<file path="src/rtl/fft8_bfly_sequencer_pkg.sv">
// Shared constants, state encoding and butterfly address helper for the 8-point
// radix-2 DIT FFT butterfly sequencer.
package fft8_pkg;

    localparam int unsigned N_POINTS       = 8;
    localparam int unsigned LOG2N          = 3;
    localparam int unsigned N_STAGES       = 3;
    localparam int unsigned BFLY_PER_STAGE = 4;

    localparam logic OP_ADD = 1'b0;
    localparam logic OP_SUB = 1'b1;

    typedef enum logic [1:0] {IDLE, ISSUE, DRAIN, DONE} seq_state_t;

    typedef struct packed {
        logic [LOG2N-1:0] a;
        logic [LOG2N-1:0] b;
        logic [LOG2N-2:0] tw;
    } bfly_addr_t;

    // Butterfly k of stage s: span = 1<<s pairs A with B = A + span.
    function automatic bfly_addr_t bfly_addr(input logic [1:0] stage, input logic [1:0] k);
        bfly_addr_t       r;
        logic [LOG2N-1:0] span;
        logic [LOG2N-1:0] grp;
        logic [LOG2N-1:0] pos;
        span = 3'd1 << stage;
        grp  = {1'b0, k} >> stage;
        pos  = {1'b0, k} & (span - 3'd1);
        r.a  = (grp << (stage + 2'd1)) | pos;
        r.b  = r.a + span;
        r.tw = 2'(pos << (2'd2 - stage));
        return r;
    endfunction

endpackage

</file>
<file path="src/rtl/fft8_bfly_sequencer_if.sv">
// Control/address bundle between the FFT butterfly sequencer and its datapath.
// FFT_SEQ_HOLD_EN adds the issue-stall input hold.
interface fft8_bfly_sequencer_if #(
    parameter int unsigned ADDR_W = 3,
    parameter int unsigned TW_W   = 2
);
    logic              start;
`ifdef FFT_SEQ_HOLD_EN
    logic              hold;
`endif
    logic              rd_en;
    logic [ADDR_W-1:0] rd_addr_a;
    logic [ADDR_W-1:0] rd_addr_b;
    logic [TW_W-1:0]   tw_idx;
    logic              op_sel;
    logic              wr_en;
    logic [ADDR_W-1:0] wr_addr;
    logic [1:0]        stage;
    logic              busy;
    logic              done;

    modport master (
        input  start,
`ifdef FFT_SEQ_HOLD_EN
        input  hold,
`endif
        output rd_en, rd_addr_a, rd_addr_b, tw_idx, op_sel,
        output wr_en, wr_addr, stage, busy, done
    );

    modport slave (
        output start,
`ifdef FFT_SEQ_HOLD_EN
        output hold,
`endif
        input  rd_en, rd_addr_a, rd_addr_b, tw_idx, op_sel,
        input  wr_en, wr_addr, stage, busy, done
    );

endinterface

</file>
<file path="src/rtl/fft8_bfly_sequencer_wr_delay_line.sv">
// Free-running {we, addr} shift register that aligns write-back with the
// butterfly datapath latency; clearing it drops every in-flight write.
module fft8_wr_delay_line #(
    parameter int unsigned DEPTH  = 2,
    parameter int unsigned ADDR_W = 3
) (
    input  logic              clk,
    input  logic              rst_n,
    input  logic              we_i,
    input  logic [ADDR_W-1:0] addr_i,
    output logic              we_o,
    output logic [ADDR_W-1:0] addr_o
);

    logic [DEPTH-1:0]             we_q, we_d;
    logic [DEPTH-1:0][ADDR_W-1:0] addr_q, addr_d;

    always_comb begin
        we_d      = '0;
        addr_d    = '0;
        we_d[0]   = we_i;
        addr_d[0] = addr_i;
        for (int i = 1; i < DEPTH; i++) begin
            we_d[i]   = we_q[i-1];
            addr_d[i] = addr_q[i-1];
        end
    end

    always_ff @(posedge clk or negedge rst_n) begin
        if (!rst_n) begin
            we_q   <= '0;
            addr_q <= '0;
        end else begin
            we_q   <= we_d;
            addr_q <= addr_d;
        end
    end

    assign we_o   = we_q[DEPTH-1];
    assign addr_o = addr_q[DEPTH-1];

endmodule

</file>
<file path="src/rtl/fft8_bfly_sequencer.sv">
// Issue/drain sequencer for the shared butterfly of an 8-point radix-2 DIT FFT.
// Define FFT_SEQ_HOLD_EN to add the hold input that stalls issue.
module fft8_bfly_sequencer #(
    parameter int unsigned BF_LATENCY = 2,  // legal 1..7
    parameter int unsigned ADDR_W     = 3,
    parameter int unsigned TW_W       = 2
) (
    input logic                    clk,
    input logic                    rst_n,
    fft8_bfly_sequencer_if.master  bus
);
    import fft8_pkg::*;

    localparam int unsigned CNT_W = $clog2(N_POINTS);

    seq_state_t        state_q, state_d;
    logic [CNT_W-1:0]  cnt_q, cnt_d;
    logic [1:0]        stage_q, stage_d;
    logic [2:0]        drain_q, drain_d;
    logic [ADDR_W-1:0] addr_a_q, addr_a_d;
    logic [ADDR_W-1:0] addr_b_q, addr_b_d;
    logic [TW_W-1:0]   tw_q, tw_d;
    logic              hold;
    logic              issue;
    bfly_addr_t        cur;
    logic [ADDR_W-1:0] cur_a, cur_b;

`ifdef FFT_SEQ_HOLD_EN
    assign hold = bus.hold;
`else
    assign hold = 1'b0;
`endif

    // Counter pairs: bit 0 selects add/sub, upper bits pick the butterfly.
    assign cur   = bfly_addr(stage_q, cnt_q[CNT_W-1:1]);
    assign cur_a = ADDR_W'(cur.a);
    assign cur_b = ADDR_W'(cur.b);

    always_comb begin
        state_d = state_q;
        cnt_d   = cnt_q;
        stage_d = stage_q;
        drain_d = drain_q;
        issue   = 1'b0;
        unique case (state_q)
            IDLE: begin
                if (bus.start) begin
                    state_d = ISSUE;
                    cnt_d   = '0;
                    stage_d = '0;
                end
            end
            ISSUE: begin
                if (!hold) begin
                    issue = 1'b1;
                    cnt_d = cnt_q + 1'b1;
                    if (cnt_q == CNT_W'(2 * BFLY_PER_STAGE - 1)) begin
                        state_d = DRAIN;
                        drain_d = '0;
                    end
                end
            end
            DRAIN: begin
                drain_d = drain_q + 3'd1;
                if (drain_q == 3'(BF_LATENCY - 1)) begin
                    if (stage_q == 2'(N_STAGES - 1)) begin
                        state_d = DONE;
                    end else begin
                        state_d = ISSUE;
                        stage_d = stage_q + 2'd1;
                    end
                end
            end
            DONE:    state_d = IDLE;
            default: state_d = IDLE;
        endcase
    end

    // Address outputs keep the last issued butterfly while not issuing.
    always_comb begin
        addr_a_d = issue ? cur_a : addr_a_q;
        addr_b_d = issue ? cur_b : addr_b_q;
        tw_d     = issue ? TW_W'(cur.tw) : tw_q;
    end

    always_ff @(posedge clk or negedge rst_n) begin
        if (!rst_n) begin
            state_q  <= IDLE;
            cnt_q    <= '0;
            stage_q  <= '0;
            drain_q  <= '0;
            addr_a_q <= '0;
            addr_b_q <= '0;
            tw_q     <= '0;
        end else begin
            state_q  <= state_d;
            cnt_q    <= cnt_d;
            stage_q  <= stage_d;
            drain_q  <= drain_d;
            addr_a_q <= addr_a_d;
            addr_b_q <= addr_b_d;
            tw_q     <= tw_d;
        end
    end

    fft8_wr_delay_line #(
        .DEPTH  (BF_LATENCY),
        .ADDR_W (ADDR_W)
    ) u_wr_delay (
        .clk    (clk),
        .rst_n  (rst_n),
        .we_i   (issue),
        .addr_i (cnt_q[0] ? cur_b : cur_a),
        .we_o   (bus.wr_en),
        .addr_o (bus.wr_addr)
    );

    assign bus.rd_en     = issue;
    assign bus.rd_addr_a = addr_a_d;
    assign bus.rd_addr_b = addr_b_d;
    assign bus.tw_idx    = tw_d;
    assign bus.op_sel    = (issue && cnt_q[0]) ? OP_SUB : OP_ADD;
    assign bus.stage     = stage_q;
    assign bus.busy      = (state_q == ISSUE) || (state_q == DRAIN);
    assign bus.done      = (state_q == DONE);

endmodule

</file>
<file path="src/flat_wrapper.sv">
// flat-port wrapper written by rule: the top's interface ports become plain ports
module fft8_bfly_sequencer_flat import fft8_pkg::*;
#(
    parameter int unsigned BF_LATENCY = 2,               
    parameter int unsigned ADDR_W     = 3,
    parameter int unsigned TW_W       = 2
)
  (clk, rst_n, bus_start, bus_rd_en, bus_rd_addr_a, bus_rd_addr_b, bus_tw_idx, bus_op_sel, bus_wr_en, bus_wr_addr, bus_stage, bus_busy, bus_done);
  fft8_bfly_sequencer_if #(.ADDR_W(ADDR_W), .TW_W(TW_W)) bus_i ();
  input logic clk;
  input logic rst_n;
  input wire logic [$bits(bus_i.start)-1:0] bus_start;
  output wire logic [$bits(bus_i.rd_en)-1:0] bus_rd_en;
  output wire logic [$bits(bus_i.rd_addr_a)-1:0] bus_rd_addr_a;
  output wire logic [$bits(bus_i.rd_addr_b)-1:0] bus_rd_addr_b;
  output wire logic [$bits(bus_i.tw_idx)-1:0] bus_tw_idx;
  output wire logic [$bits(bus_i.op_sel)-1:0] bus_op_sel;
  output wire logic [$bits(bus_i.wr_en)-1:0] bus_wr_en;
  output wire logic [$bits(bus_i.wr_addr)-1:0] bus_wr_addr;
  output wire logic [$bits(bus_i.stage)-1:0] bus_stage;
  output wire logic [$bits(bus_i.busy)-1:0] bus_busy;
  output wire logic [$bits(bus_i.done)-1:0] bus_done;
  assign bus_i.start = bus_start;
  assign bus_rd_en = bus_i.rd_en;
  assign bus_rd_addr_a = bus_i.rd_addr_a;
  assign bus_rd_addr_b = bus_i.rd_addr_b;
  assign bus_tw_idx = bus_i.tw_idx;
  assign bus_op_sel = bus_i.op_sel;
  assign bus_wr_en = bus_i.wr_en;
  assign bus_wr_addr = bus_i.wr_addr;
  assign bus_stage = bus_i.stage;
  assign bus_busy = bus_i.busy;
  assign bus_done = bus_i.done;
  fft8_bfly_sequencer #(.BF_LATENCY(BF_LATENCY), .ADDR_W(ADDR_W), .TW_W(TW_W)) u_core (.clk(clk), .rst_n(rst_n), .bus(bus_i));
endmodule
</file>
<file path="config.mk">
export PLATFORM = sky130hd
export DESIGN_NAME = fft8_bfly_sequencer_flat
export DESIGN_NICKNAME = d
export VERILOG_FILES = /design/src/rtl/fft8_bfly_sequencer_pkg.sv /design/src/rtl/fft8_bfly_sequencer_if.sv /design/src/rtl/fft8_bfly_sequencer_wr_delay_line.sv /design/src/rtl/fft8_bfly_sequencer.sv /design/src/flat_wrapper.sv
export SDC_FILE = /design/constraint.sdc
export NUM_CORES = 1
export LEC_CHECK = 0
export CAP_MARGIN = 20
export CORE_MARGIN = 2
export CORE_UTILIZATION = 35
export DETAILED_ROUTE_END_ITERATION = 7
export PLACE_DENSITY = 0.62
export REMOVE_ABC_BUFFERS = 1
export SKIP_CTS_REPAIR_TIMING = 1
export SYNTH_ARGS = -nofsm -noshare
export SYNTH_HDL_FRONTEND = slang
export SYNTH_SLANG_ARGS = --single-unit
</file>
<file path="constraint.sdc">
create_clock -name clk -period 3.51 [get_ports clk]
set_input_delay 0.5265 -clock clk [delete_from_list [all_inputs] [get_ports clk]]
set_output_delay 0.5265 -clock clk [all_outputs]
set_load 0.05 [all_outputs]
</file>
==> Flow_metrics.wiki <==
{| class="wikitable"
! Metric !! Value
|-
| Remaining antenna violation count after routing || 0
|-
| Floorplan die height || between 60 and 70 um
|-
| Number of antenna violations at the first check in global routing || 0
|-
| Sink count of the clock tree || 26
|-
| WP data arrival || around 2.8 ns
|-
| Total CTS buffers || 3
|-
| Number of DRC violations after detailed-routing iteration 0 || 26
|-
| Max Freq || roughly 300 MHz
|-
| Count of pins on the block boundary || 21
|-
| Detailed Routing Iterations Pass 1 || 4
|-
| Count of input and output buffers || 20
|-
| Synthesized area per cell || between 10 and 15 um2
|-
| Leading cell types by total area after synthesis || sky130_fd_sc_hd__dfrtp_1, sky130_fd_sc_hd__ha_1, sky130_fd_sc_hd__mux2_2
|-
| Post-synthesis instance area || 1340 um2
|-
| Tmin final || 3.35 ns
|-
| Final core utilization || a little under half
|-
| Detailed-route vias per instance || about 5
|-
| Critical path start-end classification || flop to output pin
|-
| Max-slew headroom || about two thirds
|-
| Relative area change from synthesis to final layout || 25.8%
|-
| GRT overflow || 0
|-
| Share of the synthesized area in the top cell type || slightly below 50%
|-
| Crit path capture type || output pin
|-
| Share of cells above drive strength 1 || around a fifth
|-
| Total global routing track utilization || between 10% and 20%
|-
| Root buffer selected by CTS || sky130_fd_sc_hd__clkbuf_8
|-
| Site row count || 22
|-
| Worst-case clock skew || roughly 0.0045 ns
|-
| Worst hold path type || flop to flop
|-
| Count of different cell masters after synthesis || 38
|-
| Max-capacitance violation count || 0
|-
| Routed len/inst || 13.9 um
|-
| Initial Utilization || between 30 and 40%
|-
| Slew Viols, Final || 0
|-
| WHS || ~0.35 ns
|-
| Die Footprint || roughly 4300 um2
|-
| Worst-path maximum fanout || 5
|-
| Clock network latency to the later pin of the worst-skew pair || roughly 0.27 ns
|-
| HPWL after detailed placement || 1940 um
|-
| Global-route wire length before repair || around 4700 um
|-
| Total setup violations reported at the end of the flow || 0
|-
| Actual slew at the worst max-slew pin || between 0.5 and 0.6 ns
|-
| Launch point of the critical path || u_core.bus.stage[1]$_DFFE_PN0P_
|-
| Standard cell core area || between 3000 and 4000 um2
|-
| Diodes inserted || 0
|-
| Flip-flop and latch count after synthesis || 26
|-
| Number of DRC violations after detailed routing || 0
|-
| Final wirelength || between 2000 and 3000 um
|-
| Startpoint class of the critical path || flop
|-
| CTS HTree Levels || 1
|-
| Maximum number of pins on one net before global-route repair || 27
|-
| PnR worst setup slack || 0.157 ns
|-
| Vias in the first global route || about 1000
|-
| Chip Width || approximately 66 um
|-
| Maximum number of buffers from clock root to sink || 2
|-
| Setup repair after global routing missed its margin || false
|-
| Status || finished clean
|-
| Sequential fraction of the synthesis area || about half
|-
| Hold path startpoint || u_core.u_wr_delay.addr_d[4]$_DFF_PN0_
|-
| Cell count after synthesis || around 120
|-
| Final critical-path share of the clock period || a little over nine tenths
|-
| Yosys Warn Count || 0
|-
| Data required time of the critical path || slightly below 3 ns
|-
| Minimum setup slack after placement || 0.192 ns
|-
| TritonCTS clock tree || done
|-
| Top cell type by total area after synthesis || sky130_fd_sc_hd__dfrtp_1
|-
| Total Nets Final || 160
|-
| Final hold violation count || 0
|-
| Via total after detailed routing || 961
|-
| Final weighted congestion of routability-driven global placement || between 0.8 and 0.9
|-
| DP Cell Count || between 150 and 200
|-
| Number of standard cells in the layout, taps in and fillers out || 190
|-
| R2r startpoint || u_core.bus.stage[1]$_DFFE_PN0P_
|-
| Clock slew seen by the registers of the worst setup and hold paths || approximately 0.090 ns
|}
[flip-flops by register name (all words and copies together) (netlist names)]
signal                    cells
u_core.u_wr_delay.we_q        2
u_core.addr_b_q               3
u_core.drain_q                3
u_core.state_q                2
u_core.u_wr_delay.addr_o      3
u_core.cnt_q                  3
u_core.tw_q                   2
u_core.u_wr_delay.addr_d      3
u_core.addr_a_q               3
u_core.bus.stage              2
[worst max-delay path: stages, from the launching register on]
cell	delay, ns
sky130_fd_sc_hd__dfrtp_2	0.40
sky130_fd_sc_hd__inv_1	0.09
sky130_fd_sc_hd__ha_4	0.30
sky130_fd_sc_hd__nor2_1	0.05
sky130_fd_sc_hd__a31o_2	0.25
sky130_fd_sc_hd__ha_1	0.19
sky130_fd_sc_hd__fa_1	0.38
sky130_fd_sc_hd__xor2_1	0.17
sky130_fd_sc_hd__or4_1	0.43
sky130_fd_sc_hd__o221ai_2	0.11
sky130_fd_sc_hd__buf_12	0.17
[synthesized netlist by cell type (all sizes together)]
| cell | instances |
|---|---|
| a21oi | 2 |
| o2bb2ai | 1 |
| nor3b | 1 |
| o21ai | 7 |
| buf | 2 |
| mux2 | 7 |
| a211o | 1 |
| o32a | 1 |
| o311ai | 1 |
| and2b | 1 |
| a32o | 3 |
| nor2 | 7 |
| clkbuf | 1 |
| o31ai | 1 |
| nand4 | 2 |
| o32ai | 1 |
| and3b | 1 |
| nor2b | 2 |
| xor2 | 2 |
| nand2b | 3 |
| or4 | 1 |
| inv | 9 |
| mux2i | 1 |
| and2 | 1 |
| o221ai | 1 |
| o21a | 1 |
| nand2 | 9 |
| fa | 1 |
| xnor2 | 1 |
| dfrtp | 26 |
| or3b | 1 |
| a211oi | 1 |
| a31o | 1 |
| o211ai | 2 |
| nand3b | 1 |
| ha | 12 |
[per-layer routing]
metal	wire (um)	vias to the layer above	global-route usage, %
met5	0	-	0
met4	70	0	7.81
met3	53	6	1.53
met2	1270	14	23.9
met1	1240	473	18.0
li1	-	468	-
[final timing paths]
kind                                                               to  slack (ns)  cells past startpoint
worst max-delay path                                 bus_rd_addr_b[2]        0.16                     10
worst min register to register  u_core.u_wr_delay.addr_o[1]$_DFF_PN0_        0.35                      0
worst min-delay path            u_core.u_wr_delay.addr_o[1]$_DFF_PN0_        0.35                      0
min in group asynchronous               u_core.drain_q[2]$_DFFE_PN0P_        0.61                      2
worst max register to register           u_core.addr_b_q[2]$_DFF_PN0_        1.03                      9
max in group asynchronous             u_core.bus.stage[0]$_DFFE_PN0P_        2.62                      2
[placed cells by master (no fill, tap or decap), types with 2 or more instances in the layout]
master                            netlist  layout
sky130_fd_sc_hd__o211ai_1               2       2
sky130_fd_sc_hd__a21oi_1                2       2
sky130_fd_sc_hd__inv_1                  7       7
sky130_fd_sc_hd__xor2_1                 2       2
sky130_fd_sc_hd__buf_4                  0       7
sky130_fd_sc_hd__clkbuf_8               1       3
sky130_fd_sc_hd__ha_1                  12      11
sky130_fd_sc_hd__inv_2                  2       2
sky130_fd_sc_hd__a32o_1                 3       3
sky130_fd_sc_hd__nor2_1                 7       7
sky130_fd_sc_hd__dfrtp_2                0       2
sky130_fd_sc_hd__clkdlybuf4s50_1        0      18
sky130_fd_sc_hd__nand2b_1               3       3
sky130_fd_sc_hd__mux2_2                 7       7
sky130_fd_sc_hd__o21ai_0                7       7
sky130_fd_sc_hd__nor2b_1                2       2
sky130_fd_sc_hd__dfrtp_1               26      24
sky130_fd_sc_hd__nand4_1                2       2
sky130_fd_sc_hd__nand2_1                9       9
[cell families after synthesis]
logic type      share of synthesized area (%)
fa+ha+maj                                12.7
buf+inv                                  4.77
xor+xnor                                 1.96
compound gates                           13.1
mux                                      6.64
flops                                    48.6
simple gates                             12.2
[final cells by class]
type	instances	area, um2
Fill cell	351	1980
Sequential cell	26	653
Multi-Input combinational cell	78	643
Timing Repair Buffer	26	253
Tap cell	48	60.1
Clock buffer	3	41.3
Inverter	9	33.8
[per-stage QoR]
step	TNS, ns	area, um2
2_1_floorplan	-0.268	1310
3_3_place_gp	0	1600
3_5_place_dp	0	1600
4_1_cts	-0.110	1640
5_1_grt	0	1680
6_report	0	1680
Power is left out: the tool's default activity adds up to more than one toggle a clock period on the data nets, which glitch-free logic cannot reach.
